## src/rtl/mips_pkg.sv

```systemverilog
// Kind codes, opcode/funct constants and register aliases shared by the encoder and decoder.
// Pure definitions: no logic, no timing.
package mips_pkg;

   typedef enum logic [3:0] {
      K_NOP  = 4'd0,
      K_LW   = 4'd1,
      K_SW   = 4'd2,
      K_BEQ  = 4'd3,
      K_BNE  = 4'd4,
      K_XORI = 4'd5,
      K_ADDI = 4'd6,
      K_J    = 4'd7,
      K_JAL  = 4'd8,
      K_ADD  = 4'd9,
      K_SUB  = 4'd10,
      K_SLT  = 4'd11,
      K_JR   = 4'd12,
      K_BLT  = 4'd13,
      K_BGE  = 4'd14,
      K_BAD  = 4'd15
   } kind_e;

   localparam logic [5:0] OP_RTYPE = 6'h00;
   localparam logic [5:0] OP_LW    = 6'h23;
   localparam logic [5:0] OP_SW    = 6'h2B;
   localparam logic [5:0] OP_BEQ   = 6'h04;
   localparam logic [5:0] OP_BNE   = 6'h05;
   localparam logic [5:0] OP_XORI  = 6'h0E;
   localparam logic [5:0] OP_ADDI  = 6'h08;
   localparam logic [5:0] OP_J     = 6'h02;
   localparam logic [5:0] OP_JAL   = 6'h03;

   localparam logic [5:0] FN_ADD   = 6'h20;
   localparam logic [5:0] FN_SUB   = 6'h22;
   localparam logic [5:0] FN_SLT   = 6'h2A;
   localparam logic [5:0] FN_JR    = 6'h08;

   localparam logic [4:0] AT_REG   = 5'd1;

   function automatic logic is_pseudo_kind(input logic [3:0] k);
      return (k == K_BLT) || (k == K_BGE);
   endfunction

endpackage

```

## src/rtl/instr_pack.sv

```systemverilog
// Combinational field packer: one real instruction kind plus its fields in, one 32-bit word out.
// Pseudo and illegal kinds pack to zero; the caller remaps pseudo kinds before packing.
module instr_pack
   import mips_pkg::*;
(
   input  logic [3:0]  kind,
   input  logic [4:0]  rs,
   input  logic [4:0]  rt,
   input  logic [4:0]  rd,
   input  logic [15:0] imm,
   input  logic [25:0] jaddr,
   output logic [31:0] word
);

   kind_e k;
   assign k = kind_e'(kind);

   always_comb begin
      word = 32'h0;
      case (k)
         K_LW:    word = {OP_LW,   rs, rt, imm};
         K_SW:    word = {OP_SW,   rs, rt, imm};
         K_BEQ:   word = {OP_BEQ,  rs, rt, imm};
         K_BNE:   word = {OP_BNE,  rs, rt, imm};
         K_XORI:  word = {OP_XORI, rs, rt, imm};
         K_ADDI:  word = {OP_ADDI, rs, rt, imm};
         K_J:     word = {OP_J,    jaddr};
         K_JAL:   word = {OP_JAL,  jaddr};
         K_ADD:   word = {OP_RTYPE, rs, rt, rd, 5'h00, FN_ADD};
         K_SUB:   word = {OP_RTYPE, rs, rt, rd, 5'h00, FN_SUB};
         K_SLT:   word = {OP_RTYPE, rs, rt, rd, 5'h00, FN_SLT};
         // JR carries only rs; every other field is forced to zero
         K_JR:    word = {OP_RTYPE, rs, 15'h0, FN_JR};
         default: word = 32'h0;
      endcase
   end

endmodule

```

## src/rtl/instr_encoder.sv

```systemverilog
// Instruction encoder with a word-address counter; one output word one cycle after acceptance.
// Output holds under out_ready=0; with ENC_PSEUDO_EN, BLT/BGE expand to two words and stall requests between them.
module instr_encoder
   import mips_pkg::*;
#(
   parameter int ADDR_W = 10
)
(
   input  logic              clk,
   input  logic              reset,
   input  logic              addr_clr,
   input  logic              req_valid,
   output logic              req_ready,
   input  logic [3:0]        req_kind,
   input  logic [4:0]        req_rs,
   input  logic [4:0]        req_rt,
   input  logic [4:0]        req_rd,
   input  logic [15:0]       req_imm,
   input  logic [25:0]       req_jaddr,
   output logic              out_valid,
   input  logic              out_ready,
   output logic [31:0]       out_instr,
   output logic [ADDR_W-1:0] out_addr,
   output logic              err
);

   typedef enum logic [1:0] {
      S_IDLE  = 2'd0,
      S_EMIT  = 2'd1
`ifdef ENC_PSEUDO_EN
      , S_EMIT2 = 2'd2
`endif
   } state_e;

   state_e            state_q, state_d;
   logic [31:0]       instr_q, instr_d, word1;
   logic [ADDR_W-1:0] addr_q, addr_d;
   logic              err_q, err_d;
   logic              accept, out_hs, kind_legal, pend2;
   logic [3:0]        p1_kind;
   logic [4:0]        p1_rd;

`ifdef ENC_PSEUDO_EN
   logic        pend2_q, pend2_d;
   logic [31:0] word2_q, word2_d, word2;
   logic        req_pseudo;
   logic [3:0]  p2_kind;

   // First word of a pseudo branch is slt into $at; second branches on $at with the offset pulled back by one
   assign req_pseudo = is_pseudo_kind(req_kind);
   assign kind_legal = (req_kind != K_BAD);
   assign p1_kind    = req_pseudo ? K_SLT : req_kind;
   assign p1_rd      = req_pseudo ? AT_REG : req_rd;
   assign p2_kind    = (req_kind == K_BLT) ? K_BNE : K_BEQ;
   assign pend2      = pend2_q;

   instr_pack u_pack2 (
      .kind  (p2_kind),
      .rs    (AT_REG),
      .rt    (5'd0),
      .rd    (5'd0),
      .imm   (req_imm - 16'd1),
      .jaddr (26'd0),
      .word  (word2)
   );
`else
   assign kind_legal = (req_kind != K_BAD) && (req_kind != K_BLT) && (req_kind != K_BGE);
   assign p1_kind    = req_kind;
   assign p1_rd      = req_rd;
   assign pend2      = 1'b0;
`endif

   instr_pack u_pack1 (
      .kind  (p1_kind),
      .rs    (req_rs),
      .rt    (req_rt),
      .rd    (p1_rd),
      .imm   (req_imm),
      .jaddr (req_jaddr),
      .word  (word1)
   );

   assign accept = req_valid && req_ready;
   assign out_hs = out_valid && out_ready;

   always_ff @(posedge clk) begin
      if (reset) begin
         state_q <= S_IDLE;
      end else begin
         state_q <= state_d;
      end
   end

   always_comb begin
      state_d = state_q;
      case (state_q)
         S_IDLE: begin
            if (accept && kind_legal) state_d = S_EMIT;
         end
         S_EMIT: begin
            if (out_hs) begin
               if (accept && kind_legal) state_d = S_EMIT;
               else                      state_d = S_IDLE;
`ifdef ENC_PSEUDO_EN
               if (pend2) state_d = S_EMIT2;
`endif
            end
         end
`ifdef ENC_PSEUDO_EN
         S_EMIT2: begin
            if (out_hs) state_d = S_IDLE;
         end
`endif
         default: state_d = S_IDLE;
      endcase
   end

   always_comb begin
      out_valid = (state_q != S_IDLE);
      req_ready = (state_q == S_IDLE) || ((state_q == S_EMIT) && out_ready && !pend2);
   end

   always_comb begin
      instr_d = instr_q;
      addr_d  = addr_q;
      err_d   = err_q;
      if (accept && kind_legal) instr_d = word1;
`ifdef ENC_PSEUDO_EN
      else if ((state_q == S_EMIT) && out_hs && pend2_q) instr_d = word2_q;
`endif
      if (out_hs) addr_d = addr_q + 1'b1;
      if (accept && !kind_legal) err_d = 1'b1;
      // Clear wins over a same-cycle handshake or illegal request
      if (addr_clr) begin
         addr_d = '0;
         err_d  = 1'b0;
      end
   end

`ifdef ENC_PSEUDO_EN
   always_comb begin
      pend2_d = pend2_q;
      word2_d = word2_q;
      if (accept && kind_legal) begin
         pend2_d = req_pseudo;
         word2_d = word2;
      end else if (out_hs) begin
         pend2_d = 1'b0;
      end
   end

   always_ff @(posedge clk) begin
      if (reset) begin
         pend2_q <= 1'b0;
         word2_q <= 32'h0;
      end else begin
         pend2_q <= pend2_d;
         word2_q <= word2_d;
      end
   end
`endif

   always_ff @(posedge clk) begin
      if (reset) begin
         instr_q <= 32'h0;
         addr_q  <= '0;
         err_q   <= 1'b0;
      end else begin
         instr_q <= instr_d;
         addr_q  <= addr_d;
         err_q   <= err_d;
      end
   end

   assign out_instr = instr_q;
   assign out_addr  = addr_q;
   assign err       = err_q;

endmodule

```

## config.mk

```make
export PLATFORM = sky130hd
export DESIGN_NAME = instr_encoder
export DESIGN_NICKNAME = d
export VERILOG_FILES = /design/src/rtl/mips_pkg.sv /design/src/rtl/instr_pack.sv /design/src/rtl/instr_encoder.sv
export SDC_FILE = /design/constraint.sdc
export NUM_CORES = 1
export LEC_CHECK = 0
export CORE_MARGIN = 2
export CORE_UTILIZATION = 44
export DETAILED_ROUTE_END_ITERATION = 12
export HOLD_SLACK_MARGIN = 0.02
export PLACE_DENSITY = 0.91
export SYNTH_ARGS = -nofsm -noshare
export SYNTH_HDL_FRONTEND = slang
export SYNTH_SLANG_ARGS = --single-unit
```

## constraint.sdc

```tcl
create_clock -name clk -period 3.6 [get_ports clk]
set_input_delay 0.72 -clock clk [delete_from_list [all_inputs] [get_ports clk]]
set_output_delay 0.72 -clock clk [all_outputs]
set_load 0.005 [all_outputs]
```

==> results summary <==
The flow ran to the end, and the final reports show no timing, DRC or antenna violations. The reported max-cap violation count is 0. Leaving out fill and tap cells, the most frequent cell in the layout is sky130_fd_sc_hd__clkdlybuf4s50_1.

STA classifies the critical path startpoint as a primary input. The CTS buffer count came out at 5. The worst setup path is captured at a primary output. The final non-filler cell area is ~0.0034 sq mm. The maximum clock frequency came out at roughly 350 MHz. The die is around 75 um wide. At the pin with the least slew margin, the transition time is a little over 0.7 ns. The final hold violation count is 0. The number of enable flip-flop cells after synthesis is 0. The portion of netlist area occupied by mux cells came out at less than 1%. The worst path needs between 2 and 3 ns of the cycle, external delays included. The area share of the largest cell type after synthesis came out at 38.4%.

The final setup skew is about 0.0028 ns. In this run the register-to-register setup slack is around 1.9 ns. The count of mapped cells out of synthesis came out at approximately 250. Of all cell types, the one taking the most synthesized area is sky130_fd_sc_hd__dfxtp_1. Setup repair after global routing left no endpoint under its margin.

The utilization after layout is slightly above 70%. The total congestion overflow after global routing is 0. The H-tree depth came out at 2. The post-synthesis area per instance came out at between 9 and 10 sq um. The die span in y is ~75 um. The number of buffers on the longest clock path came out at 2. Detailed routing inserted a total of between 2000 and 2500 vias. The number of global-route vias before repair came out at approximately 2300. The net count of the finished layout is 417. For this design the top-level I/O count stands at 111. The maximum number of pins on one net before global-route repair came out at 23. The cell area reported after detailed placement is 0.00334 sq mm. The post-CTS setup buffer count came out at 0. The number of resized instances in the post-cts repair step came out at 0. The antenna violation net count after detailed routing is 0.

The worst-case IR drop observed on VDD is roughly 0.22 mV. The distinct cell type count after synthesis came out at 50. The fraction of synthesized cell area in xor and xnor cells came out at 3.52%. Setup violations remaining at the end of the flow were counted as 0. Tracing the worst setup path back leads to its startpoint at out_ready.

The number of vias per cell after detailed routing came out at about 5.7. The largest fanout on the critical path came out at 5. The net count of the mapped netlist came out at around 310. Sequential elements use 38.4% of the synthesized area.

The clock sink count came out at 43. The floorplan has 25 rows. The later-pin clock latency in the skew report came out at roughly 0.29 ns. The number of flip-flops and latches in the synthesized netlist came out at 43. The launch instance of the worst register-to-register path is state_q[0].

The static power due to leakage is approximately 1.1 nW. The initial standard-cell utilization of the core is ~47%. The post-synthesis adder-cell area fraction is less than 1%.

The total DRC errors in the routed layout is 0. In the post-route analysis, the smallest setup slack over all paths is 0.728 ns. Data on the critical path arrives at its endpoint at around 2.2 ns. The half-perimeter wire length after detailed placement is 5050 um. The mapped cell area is ~0.0022 sq mm. The post-synthesis compound-gate area fraction came out at about a third. The proportion of layout cells with a drive suffix above 1 came out at 7.12%. At the placement stage, the worst setup path has a slack of between 0.5 and 0.6 ns. Among all flip-flop cells after synthesis, the most frequent one is sky130_fd_sc_hd__dfxtp_1.

The data required time of the worst path is between 2 and 3 ns. Of the total synthesized cell area, the portion taken by AND, OR, NAND and NOR gates is 18.0%. The global router's overall resource usage came out at approximately 25%.

The initial antenna violation count came to 0. The first global-routing pass estimated around 11000 um of wire. The region available for standard cell placement spans approximately 0.0048 sq mm.

In the post-synthesis netlist, the biggest area contributors are sky130_fd_sc_hd__dfxtp_1 (38%), sky130_fd_sc_hd__a22oi_1 (6.0%), sky130_fd_sc_hd__o2bb2ai_1 (5.1%), sky130_fd_sc_hd__a221oi_1 (3.9%), sky130_fd_sc_hd__nor2_1 (3.9%). By area, the combinational part of the netlist is dominated by compound AO/OA/AOI/OAI gates. The root buffer cell chosen for the clock tree is sky130_fd_sc_hd__clkbuf_8. The area enclosed by the die boundary came out at roughly 0.0057 sq mm. The detailed router's first-iteration violation count came out at around 160. The launch instance of the worst min-delay path is out_instr[17]. The final cycle utilization of the critical path is 79.8%. The total wirelength of the detailed-routed design came out at 6750 um. The port buffer count came out at between 100 and 150. The final sum of negative setup slack is 0 ns.

In the synthesized netlist the async set-or-reset flop fraction comes to 0%. TritonCTS built the clock tree. The library cells used most frequently in the layout, excluding fill and tap cells, are sky130_fd_sc_hd__clkdlybuf4s50_1 (109), sky130_fd_sc_hd__dfxtp_1 (43), sky130_fd_sc_hd__nor2_1 (23), sky130_fd_sc_hd__a22oi_1 (18), sky130_fd_sc_hd__a21oi_1 (17). The power density relative to cell area came out at 316 mW/mm^2. The average detailed-routed wire length per instance came out at ~16 um. The worst max-slew margin expressed relative to the limit came out at between 50% and 60%. The design draws around 1.1 mW. The quantity of hold-fixing buffers added after cts came out at 0.

The number of warnings printed during yosys synthesis is 0. The clock slew seen by the registers of the worst setup and hold paths is 0.08 ns. The first TritonRoute pass finished after 4 iterations. The worst hold path class is reg -> reg. The worst setup path category is in -> out. The post-synthesis to final-layout area growth is 52.7%. The last weighted congestion value of the routability-driven placer came out at between 0.8 and 0.9.

The final count of pins violating max slew was 0. The number of diodes is 0.
-- layer usage --
| layer | vias up | wire [um] | GRT usage [%] |
|---|---|---|---|
| met1 | 1140 | 2690 | 29.3 |
| met4 | 0 | 29 | 4.29 |
| li1 | 1146 | - | - |
| met2 | 105 | 3460 | 42.6 |
| met5 | - | 0 | 0 |
| met3 | 4 | 571 | 9.26 |
-- synthesized netlist by cell type, types with 3 or more instances --
| library cell | instances |
|---|---|
| sky130_fd_sc_hd__nor3_1 | 12 |
| sky130_fd_sc_hd__a211oi_1 | 5 |
| sky130_fd_sc_hd__a21oi_1 | 17 |
| sky130_fd_sc_hd__nor2b_1 | 5 |
| sky130_fd_sc_hd__dfxtp_1 | 43 |
| sky130_fd_sc_hd__o21ai_0 | 6 |
| sky130_fd_sc_hd__inv_1 | 10 |
| sky130_fd_sc_hd__clkbuf_1 | 3 |
| sky130_fd_sc_hd__xnor2_1 | 7 |
| sky130_fd_sc_hd__buf_4 | 4 |
| sky130_fd_sc_hd__a32o_1 | 6 |
| sky130_fd_sc_hd__buf_2 | 8 |
| sky130_fd_sc_hd__nand3_1 | 6 |
| sky130_fd_sc_hd__o2bb2ai_1 | 13 |
| sky130_fd_sc_hd__nand2_1 | 7 |
| sky130_fd_sc_hd__a221oi_1 | 10 |
| sky130_fd_sc_hd__nor2_1 | 23 |
| sky130_fd_sc_hd__a32oi_1 | 4 |
| sky130_fd_sc_hd__a22oi_1 | 18 |
-- flip-flops by register name, indices dropped and copies added (netlist names) --
register,cells
out_instr,31
err,1
state_q,1
out_addr,10
-- worst max-delay path: stages --
cell and delay [ns]:
sky130_fd_sc_hd__clkdlybuf4s50_1 0.49, sky130_fd_sc_hd__nor2b_2 0.31, sky130_fd_sc_hd__inv_1 0.15, sky130_fd_sc_hd__clkdlybuf4s50_1 0.47
-- power breakdown --
part	internal (mW)	total, mW	switching, mW
clock network	0.136	0.307	0.172
logic	0.148	0.263	0.114
registers	0.497	0.510	0.0139
-- path summary, 6_finish.rpt --
kind | end | depth (start not counted)
setup / recovery | req_ready | 4
hold / removal | out_instr[17] | 1
setup reg to reg | out_instr[19] | 4
hold reg to reg | out_instr[17] | 1
-- stage by stage --
| step | hold WS [ns] | instances |
|---|---|---|
| 6_report | 0.478 | 418 |
| 5_1_grt | 0.490 | 418 |
| 4_1_cts | 0.482 | 418 |
| 3_5_place_dp | 0.459 | 410 |
| 3_3_place_gp | 0.453 | 410 |
| 2_1_floorplan | 0.456 | 247 |
-- cells by family (layout without fill, tap and decap cells) --
family                     Yosys count  in the layout
AOI/OAI and AO/OA                   91             91
xor gates and xnor gates             9              9
adders and majority gates            1              1
buffers and inverters               27            131
DFF                                 43             43
muxes                                2              2
other                                1              1
and+or+nand+nor                     73             73
-- area by class of cell --
class	count	area [sq um]
fillers	382	1390
repair buffers	113	1120
well taps	67	83.8
clock buffers	6	72.6
inverters	10	37.5
multi-input cells	177	1240
clock inverters	2	12.5
flip-flops and latches	43	861
(Power assumes the default switching activity.)
